[config.mk]
export PLATFORM = sky130hd
export DESIGN_NAME = adsr_envelope
export DESIGN_NICKNAME = d
export VERILOG_FILES = /design/src/rtl/audio_pkg.sv /design/src/rtl/env_sat_step.sv /design/src/rtl/adsr_envelope.sv
export SDC_FILE = /design/constraint.sdc
export NUM_CORES = 1
export LEC_CHECK = 0
export CAP_MARGIN = 40
export CORE_MARGIN = 1
export CORE_UTILIZATION = 45
export CTS_BUF_LIST = sky130_fd_sc_hd__clkbuf_4 sky130_fd_sc_hd__clkbuf_8
export DETAILED_ROUTE_END_ITERATION = 6
export PLACE_DENSITY = 0.72
export RECOVER_POWER = 50
export SLEW_MARGIN = 20
export SYNTH_ARGS = -nofsm -noshare
export SYNTH_HDL_FRONTEND = slang
export SYNTH_SLANG_ARGS = --single-unit
[constraint.sdc]
create_clock -name clk -period 9.36 [get_ports clk]
set_input_delay 1.404 -clock clk [delete_from_list [all_inputs] [get_ports clk]]
set_output_delay 1.404 -clock clk [all_outputs]
set_load 0.005 [all_outputs]
[src/rtl/audio_pkg.sv]
// Shared audio-path constants: envelope state encodings and full-scale level helper.
package audio_pkg;

  localparam logic [2:0] ST_IDLE    = 3'd0;
  localparam logic [2:0] ST_ATTACK  = 3'd1;
  localparam logic [2:0] ST_DECAY   = 3'd2;
  localparam logic [2:0] ST_SUSTAIN = 3'd3;
  localparam logic [2:0] ST_RELEASE = 3'd4;

  typedef logic [2:0] env_state_t;

  // Largest positive value of a signed word of the given width (unity gain downstream).
  function automatic int env_max(input int bitsize);
    return (1 << (bitsize - 1)) - 1;
  endfunction

endpackage

[src/rtl/env_sat_step.sv]
// One saturating envelope step: moves level toward bound by step, never past it.
module env_sat_step #(
  parameter int W = 15
) (
  input  logic [W-1:0] level,
  input  logic [W-1:0] step,
  input  logic         dir,
  input  logic [W-1:0] bound,
  output logic [W-1:0] next_level,
  output logic         reached
);

  logic [W:0] wide;

  // One extra bit catches both carry-out on the way up and borrow on the way down;
  // a zero step means jump straight to the bound.
  always_comb begin
    wide       = '0;
    next_level = bound;
    reached    = 1'b1;
    if (dir) begin
      wide = {1'b0, level} + {1'b0, step};
      if (step != '0 && wide < {1'b0, bound}) begin
        next_level = wide[W-1:0];
        reached    = 1'b0;
      end
    end else begin
      wide = {1'b0, level} - {1'b0, step};
      if (step != '0 && !wide[W] && wide[W-1:0] > bound) begin
        next_level = wide[W-1:0];
        reached    = 1'b0;
      end
    end
  end

endmodule

[src/rtl/adsr_envelope.sv]
// Per-voice ADSR envelope; gate edges act at clock rate, level moves on sample ticks.
module adsr_envelope
  import audio_pkg::*;
#(
  parameter int BITSIZE = 16
) (
  input  logic               clk,
  input  logic               rst,
  input  logic               sample_tick,
  input  logic               gate,
  input  logic [BITSIZE-2:0] attack_step,
  input  logic [BITSIZE-2:0] decay_step,
  input  logic [BITSIZE-2:0] sustain_level,
  input  logic [BITSIZE-2:0] release_step,
  output logic [BITSIZE-1:0] out,
  output logic [2:0]         state,
  output logic               active
);

  localparam int LW = BITSIZE - 1;
  localparam logic [LW-1:0] LVL_MAX = LW'(env_max(BITSIZE));

  logic [LW-1:0] level;
  logic          gate_d;
  logic          rise, fall;
  logic [LW-1:0] st_step, st_bound, st_next;
  logic          st_dir, st_reached;

  assign rise = gate & ~gate_d;
  assign fall = ~gate & gate_d;

  always_comb begin
    st_step  = '0;
    st_bound = '0;
    st_dir   = 1'b0;
    case (state)
      ST_ATTACK: begin
        st_step  = attack_step;
        st_bound = LVL_MAX;
        st_dir   = 1'b1;
      end
      ST_DECAY: begin
        st_step  = decay_step;
        st_bound = sustain_level;
      end
      ST_RELEASE: st_step = release_step;
      default: ;
    endcase
  end

  env_sat_step #(.W(LW)) u_step (
    .level      (level),
    .step       (st_step),
    .dir        (st_dir),
    .bound      (st_bound),
    .next_level (st_next),
    .reached    (st_reached)
  );

  // Any gate edge wins the cycle: state moves, level holds, a coincident tick is lost.
  always_ff @(posedge clk) begin
    if (rst) begin
      level  <= '0;
      state  <= ST_IDLE;
      gate_d <= 1'b0;
    end else begin
      gate_d <= gate;
      if (rise) begin
        state <= ST_ATTACK;
      end else if (fall) begin
        if (state == ST_ATTACK || state == ST_DECAY || state == ST_SUSTAIN)
          state <= ST_RELEASE;
      end else if (sample_tick) begin
        case (state)
          ST_ATTACK: begin
            level <= st_next;
            if (st_reached) state <= ST_DECAY;
          end
          ST_DECAY: begin
            level <= st_next;
            if (st_reached) state <= ST_SUSTAIN;
          end
          ST_SUSTAIN: level <= sustain_level;
          ST_RELEASE: begin
            level <= st_next;
            if (st_reached) state <= ST_IDLE;
          end
          default: begin
            level <= '0;
            state <= ST_IDLE;
          end
        endcase
      end
    end
  end

  assign out    = {1'b0, level};
  assign active = (state != ST_IDLE);

endmodule

Word-level counts from Yosys, hierarchy flattened --
Cells that the tools add are included.
Operators by class: $add $sub $neg 2, $lt $le $gt $ge 2, equal/unequal tests 14, muxes and demuxes 18, bitwise gates (word level) 6, reductions and logical operators 15
Operators by type and width (count):
- one-hot mux 15 bit (2 select lines) | 2
- two-way mux 15 bit | 3
- one-hot mux 15 bit (3 select lines) | 1
- two-way mux 3 bit | 6
- adder 15 x 15 -> 16 bit | 1
- < comparator 16 x 15 -> 1 bit | 1
- subtractor 15 x 15 -> 16 bit | 1
- greater-than comparator 15 bit | 1
- nonzero test 15 bit | 1
- inequality test 3 bit, second input constant | 4
- inequality test 4 bit, second input constant | 3
- one-hot mux 3 bit (4 select lines) | 1
- AND reduction 6 bit | 2
- equality test 3 x 2 -> 1 bit, second input constant | 2
- nonzero test 3 bit | 2
- two-way mux 1 bit | 5
- inverter 1 bit | 4
- equality test 3 x 1 -> 1 bit, second input constant | 1
- equality test 3 bit, second input constant | 1
- logical AND 1 bit | 3
- inequality test 3 x 2 -> 1 bit, second input constant | 1
- AND reduction 3 bit | 1
- OR reduction 3 bit | 1
- bitwise AND 1 bit | 2
- 6 further kinds | 7
Storage, ports and cells: bits in registers 19, bits of input ports 64, logic and storage cells 61

Longest topological paths before layout --
Gate-level depths: netlist of the first run.
word-level depth 13, mapped depth 24, depth with buffers taken out 21

Hierarchy --
Synthesis of the first run repeated with hierarchy kept, for this count alone.
Unflattened totals: cells, all modules 584, area total of the unflattened synthesis 4082.7 µm²
Modules (own cells, without submodules):
- env_sat_step | instances 1, cells an instance 353, area an instance 2547.4 µm², sequential area each 0.0 µm²
- adsr_envelope | instances 1, cells an instance 231, area an instance 1535.2 µm², sequential area each 380.4 µm²

Worst setup path before layout of the first run --
OpenSTA, ideal clock, no wires.
path type input-to-reg, start point input port release_step[2], end point register level[10], library setup time 127 ps, arrival time 5625 ps, setup slack 3608 ps, stages 21, path buffers 2, cell sequence and2_1 -> a222oi_1 -> ha_1 -> clkbuf_1 -> nor2b_1 -> o31a_1 -> o21ba_2 -> o31ai_1 -> o21ai_0 -> a21oi_1 -> xnor2_1 -> ha_1 -> and3_1 -> nand4_1 -> o311ai_0 -> nand2b_2 -> nor3_1 -> buf_2 -> nor2_1 -> a21oi_1 -> a211oi_1
On the way: cells in the longest elaborated chain, start to end 8, elaborated cells on any way between the ends 14
Ends and longest elaborated chain:
- start, declared | line adsr_envelope.sv:14 | input logic [BITSIZE-2:0] release_step,
- one-hot mux 15 bit (3 select lines) * | line adsr_envelope.sv:36 | case (state)
- branches (longest 5 deep; another with adder 15 x 15 -> 16 bit)
- two-way mux 15 bit * | line env_sat_step.sv:21 | if (dir) begin
- one-hot mux 15 bit (2 select lines) * | line adsr_envelope.sv:74 | case (state)
- end signal, assigned | line adsr_envelope.sv:76 | level <= st_next;
- end signal, assigned | line adsr_envelope.sv:80 | level <= st_next;
- end signal, assigned | line adsr_envelope.sv:83 | ST_SUSTAIN: level <= sustain_level;
- end, declared | line adsr_envelope.sv:23 | logic [LW-1:0] level;
Every way passes the cells marked *. A chain may end at the register's enable or synchronous reset.

Worst setup path after layout of the first run --
start point input port release_step[2], end point register level[1]
Same word-level chain as after synthesis.

==> impl_metrics.py, run 1 <==
metrics = {
    "clocking": {
        "cts-root-buf": "clkbuf_8",
        "clock_path_buffers": 2,
        "clkTransAtPathRegs_ns": 0.09,
        "cts_tree": "done",
        "cts_buffers": 3,
        "post-cts-setup-buffers": 0,
        "hold_buffers": 0,
        "clock_sinks": 19,
        "htree_levels": 1,
        "ctsResizeCount": 0,
        "clkLatencyLatePin_ns": 0.27,
    },
    "routing": {
        "wl_mm": 13.19,
        "ant_nets": 0,
        "drt_first_pass_iters": 6,
        "route.detailed.drc": 0,
        "viasPerCell": 6.142,
        "num_vias": 4238,
        "drtIter0Drc": 307,
        "wl_per_cell_um": 19.11,
    },
    "timing": {
        "finalCritPeriodShare_pct": 75.30,
        "fmax_mhz": 141.9,
        "final.setup.tns_ns": 0,
        "rsz0062_at_grt": "no",
        "relSlewSlack_pct": -3.002,
        "skew_ns": 0.006431,
        "finalSetupViolCount": 0,
        "hold_violations": 0,
        "tightest_slew_ns": 1.545,
        "fin_hold_ws_ns": 0.5563,
        "drv_slew": 42,
        "layout_min_cycle_time_ns": 7.048,
    },
    "layout": {
        "fillCellCount": 800,
        "layout_common_cells": "a21oi_1 (66), ha_1 (66), clkdlybuf4s50_1 (64), nor2_1 (43), o21ai_0 (33)",
        "layout.nets": 718,
        "n_antenna_cell": 0,
        "stdcell_count": 690,
        "drive_gt1_share_pct": 4.103,
        "final_util_pct": 58.21,
        "syn2layout_area_growth_pct": 24.82,
    },
    "hold_path": {
        "hold_depth": 2,
        "hold_path_class": "reg -> reg",
    },
    "power": {
        "p_per_area_nw_per_um2": 299.5,
        "switching_share_pct": 55.07,
        "pwr-share-comb_pct": 87.2,
        "p_int_mw": 0.6470,
        "power_leakage_nw": 2.171,
        "ir_drop_uv": 209.3,
        "clkPwrFrac_pct": 4.6,
        "p_sw_mw": 0.7929,
        "seq_power_share_pct": 8.2,
    },
    "outcome": {
        "outcome": "finished with violations",
        "violations": "capacitance limit, slew limit",
    },
    "worst_setup_path": {
        "worstPathRequired_ns": 9.53,
        "cp_common_cell": "ha_1",
        "slowest_delay_ns": 0.69,
        "critical_path.cell_chain": "clkdlybuf4s50_1 -> and2_1 -> a222oi_1 -> ha_1 -> nor2b_1 -> o31a_1 -> o21ba_2 -> o31ai_1 -> o21ai_0 -> a21oi_1 -> xnor2_1 -> ha_1 -> and3_1 -> nand4_1 -> o311ai_0 -> nand2b_2 -> nor2_2 -> a2bb2oi_1 -> o21bai_1 -> a221oi_1",
        "end_kind": "flop",
        "worst-path-max-fanout": 15,
        "worst-setup-path-type": "in -> reg",
        "r2r_cells": 20,
        "cp.arrival_ns": 7.22,
        "start_kind": "input port",
        "cpMaxStageDelayCell": "nor2_2",
    },
    "floorplanning": {
        "ioPinCount": 84,
        "start_util_pct": 46.64,
        "fp.dieW_um": 94.51,
        "die_h_um": 94.51,
        "dieArea_um2": 8932,
        "row_count": 33,
        "coreArea_um2": 8258,
    },
    "global_routing": {
        "grt_pass1_vias": 3959,
        "antenna_found_initial": 0,
        "grt_usage_pct": 29.04,
        "grt_pass1_wl_mm": 20.18,
        "grt.overflow.total": 0,
        "grt_start_max_net_pins": 42,
    },
    "synthesis": {
        "yosysWarnings": 0,
        "synthCells": 518,
        "ys_seq_area_share_pct": 9.877,
        "async_flop_share_pct": 0,
        "yosysUniqueCellTypes": 67,
        "synth.avg_cell_area_um2": 7.435,
        "synth_nets": 650,
        "synth_area_leaders": "ha_1 (21%), dfxtp_1 (9.9%), a21oi_1 (8.6%)",
        "synthesis.area_um2": 3851,
        "synth_edf_count": 0,
        "synth_top_cell_by_area": "ha_1",
        "synth_top_area_share_pct": 21.44,
        "synthFlopType": "dfxtp_1",
        "ys_seq_elements": 19,
    },
    "placement": {
        "place_hpwl_mm": 10.51,
        "place_inst": 686,
        "io_buffer_count": 82,
        "place.gp.congestion": 0.9431,
    },
    "job": {
        "drv_cap": 1,
    },
}
registers in the layout, indices dropped and copies added, names as in the netlist:
signal and flops:
level 15, gate_d 1, state 3
power groups by stage:
stage	sequential [mW]	combinational [mW]	clock, mW
2_1_floorplan	0.111	0.885	0
4_1_cts	0.118	1.24	0.0670
3_5_place_dp	0.120	1.22	0
3_3_place_gp	0.120	1.19	0
6_report	0.118	1.26	0.0665
5_1_grt	0.121	1.38	0.0706
synth_stat cells, types with 4 or more instances:
cell type  count
o21ai_1        4
a222oi_1      12
nor2_1        43
nand3_1        4
o21bai_1       5
nand4_1        8
xnor2_1       20
nand3b_1       7
and2_1        14
and3_1         4
buf_2          9
nor3_1        15
o21ai_0       33
o31ai_1        4
dfxtp_1       19
a21o_1        11
xor2_1         4
o311ai_0       4
ha_1          66
a211oi_1       4
o21a_1         4
o2bb2ai_1      8
nand2_1        9
inv_1         31
a21oi_1       66
or3_1          6
clkbuf_1      18
nand2b_1       8
nor2b_1       22
layer usage:
layer	wire length, um	GRT usage (%)
met4	618	13.38
met3	763	4.348
met5	0	0
met2	6117	47.58
met1	5685	37.30
logic make-up (layout without fill, tap and decap cells):
kind of cell,Yosys count,after routing,synth area share [%]
xor gates and xnor gates,24,24,5.458
DFF,19,19,9.876
other,1,1,0.09737
and+or+nand+nor,154,154,22.12
AOI/OAI and AO/OA,190,190,33.17
muxes,1,1,0.2599
adders and majority gates,68,68,22.48
buffers and inverters,61,128,6.530
metrics by stage:
step	power [mW]	instance area [um^2]	setup slack (ns)
final	1.440	4807	2.312
after global routing	1.570	4807	1.944
after CTS	1.420	4811	2.453
after detailed placement	1.343	4765	2.298
after global placement	1.308	4742	2.408
after floorplan	0.9954	3851	3.608
final timing paths:
| path | from | end | slack, ns |
|---|---|---|---|
| setup / recovery | release_step[2] | level[1] | 2.31 |
| hold / removal | level[0] | level[0] | 0.56 |
| setup reg to reg | state[2] | level[1] | 2.36 |
| hold reg to reg | level[0] | level[0] | 0.56 |
layout make-up:
class / instances / area, um^2 / area share, %
Multi-Input combinational cell: 438 / 3226 / 67.10
Timing Repair Buffer: 93 / 907.1 / 18.87
Sequential cell: 19 / 380.4 / 7.913
Tap cell: 105 / 131.4 / 2.733
Inverter: 31 / 116.4 / 2.421
Clock buffer: 3 / 41.29 / 0.8589
Clock inverter: 1 / 5.005 / 0.1041
critical path: cells and delay by family:
family,cells,cell delay [ns]
and+or+nand+nor,6,1.53
buffers and inverters,1,0.40
AOI/OAI and AO/OA,10,2.98
adders and majority gates,2,0.75
xor gates and xnor gates,1,0.12
No activity file was read; power rests on OpenSTA's default activity.
==> inputs of run 2 (changes only) <==
Clock period 9.36 ns to 7.15 ns, I/O delays scaled along.
==> impl_metrics.py, run 2 (synthesis results as in run 1) <==
metrics = {
    "outcome": {
        "outcome": "finished clean",
    },
    "global_routing": {
        "grt_start_max_net_pins": 42,
        "grt_pass1_wl_mm": 19.73,
        "grt_usage_pct": 28.58,
        "grt.overflow.total": 0,
        "grt_pass1_vias": 3859,
        "antenna_found_initial": 0,
    },
    "placement": {
        "place_hpwl_mm": 10.24,
        "place.gp.congestion": 0.9565,
        "io_buffer_count": 82,
        "placed_area_um2": 4795,
    },
    "floorplanning": {
        "fp.dieW_um": 94.51,
        "dieArea_um2": 8932,
        "start_util_pct": 46.64,
        "coreArea_um2": 8258,
        "row_count": 33,
        "ioPinCount": 84,
        "die_h_um": 94.51,
    },
    "timing": {
        "relSlewSlack_pct": 42.27,
        "tightest_slew_ns": 0.8650,
        "finalSetupViolCount": 0,
        "skew_ns": 0.01233,
        "fmax_mhz": 149.0,
        "rsz0062_at_grt": "no",
        "finalCritPeriodShare_pct": 93.88,
        "hold_violations": 0,
        "drv_slew": 0,
        "final.setup.tns_ns": 0,
        "layout_min_cycle_time_ns": 6.712,
    },
    "worst_setup_path": {
        "start_kind": "input port",
        "worst-setup-path-type": "in -> reg",
        "worst-path-max-fanout": 9,
        "critPathCapture": "state[2]",
        "cp.arrival_ns": 6.91,
        "end_kind": "flop",
        "worstPathRequired_ns": 7.35,
        "rrSetupSlack_ns": 0.46,
        "worstSetupStartpoint": "release_step[3]",
        "r2r_cells": 21,
        "r2r_end": "state[2]",
        "rr_startpoint": "state[0]",
    },
    "routing": {
        "ant_nets": 0,
        "route.detailed.drc": 0,
        "wl_per_cell_um": 18.68,
        "drtIter0Drc": 277,
        "num_vias": 4267,
        "viasPerCell": 6.140,
        "drt_first_pass_iters": 5,
        "wl_mm": 12.98,
    },
    "clocking": {
        "post-cts-setup-buffers": 0,
        "cts_buffers": 3,
        "ctsResizeCount": 0,
        "htree_levels": 1,
        "clkTransAtPathRegs_ns": 0.08,
        "clock_path_buffers": 2,
        "hold_buffers": 0,
        "clkLatencyLatePin_ns": 0.28,
        "cts_tree": "done",
        "cts-root-buf": "clkbuf_8",
        "clock_sinks": 19,
    },
    "layout": {
        "layout_common_cells": "a21oi_1 (66), ha_1 (66), clkdlybuf4s50_1 (65), nor2_1 (43), o21ai_0 (33)",
        "post-route-cell-area_um2": 4843,
        "top_register": "level",
        "drive_gt1_share_pct": 5.085,
        "largest_register_ffs": 15,
        "layout.nets": 723,
        "reg_top3": "level x15, state x3, gate_d x1",
        "final_util_pct": 58.65,
        "syn2layout_area_growth_pct": 25.76,
        "n_antenna_cell": 0,
    },
    "power": {
        "power_leakage_nw": 2.196,
        "ir_drop_uv": 225.2,
        "p_per_area_nw_per_um2": 391.9,
    },
    "job": {
        "drv_cap": 0,
    },
    "hold_path": {
        "hold_path_class": "reg -> reg",
    },
}
## run 2: cell types whose count changed in the layout (fill, tap and decap cells not counted)
cell             change
buf_4                +7
buf_8                -1
clkbuf_1             -1
clkbuf_4             +1
clkdlybuf4s50_1      +1
clkinv_2             -1
dlygate4sd3_1        -1
## run 2: worst max-delay path, stage by stage
cell and delay, ns:
clkdlybuf4s50_1 0.39, and2_0 0.15, a222oi_1 0.54, ha_1 0.45, nor2_1 0.12, o21ai_0 0.14, a311oi_1 0.43, and4_1 0.35
nor2_1 0.12, o311ai_0 0.72, ha_1 0.37, a21o_1 0.16, a2111oi_0 0.41, o21ai_0 0.19, nor3_1 0.26, o311ai_2 0.33
buf_4 0.29, nand3_1 0.12, o21ai_0 0.09, a21boi_0 0.19
## run 2: how the worst min path moves through the flow
stage | from | to | slack, ns | depth (start not counted)
6_report | level[0] | level[0] | 0.57 | 2
4_1_cts | level[0] | level[0] | 0.57 | 2
2_1_floorplan | level[0] | level[0] | 0.52 | 2
3_3_place_gp | level[0] | level[0] | 0.55 | 2
3_5_place_dp | level[0] | level[0] | 0.56 | 2
5_1_grt | level[0] | level[0] | 0.61 | 2
## run 2: stage by stage
| stage | hold slack, ns | setup slack, ns | total power [mW] | cells |
|---|---|---|---|---|
| after floorplan | 0.5239 | 1.730 | 1.303 | 518 |
| after global placement | 0.5513 | 0.3309 | 1.766 | 690 |
| after detailed placement | 0.5646 | 0.2696 | 1.773 | 691 |
| after CTS | 0.5733 | 0.5188 | 1.876 | 695 |
| after global routing | 0.6082 | 0.1718 | 2.073 | 695 |
| final | 0.5721 | 0.4379 | 1.898 | 695 |
## run 2: routing by layer
layer	global-route usage, %	wire (um)
met5	0	0
met4	7.828	260
met3	2.738	684
met2	47.77	6215
met1	38.98	5820
## run 2: report_power, final
group          switching, mW  leakage (nW)  internal (mW)
clock network         0.0476        0.0262         0.0438
logic                  0.944          2.01          0.711
registers             0.0278         0.156          0.124
total                   1.02          2.20          0.878
## run 2: area by class of cell
class	instances	area, um^2
sequential	19	380.4
inverter	31	116.4
timing repair buffer	98	940.9
tap	105	131.4
multi-input combinational	438	3226
clock buffer	4	48.80
fill	802	3415
==> inputs of run 3 (changes only) <==
Settings changed: CTS_CLUSTER_DIAMETER from default to 40.
==> results of run 3 <==
Same layout as run 2: the final DEF is identical, and so are final timing and power.
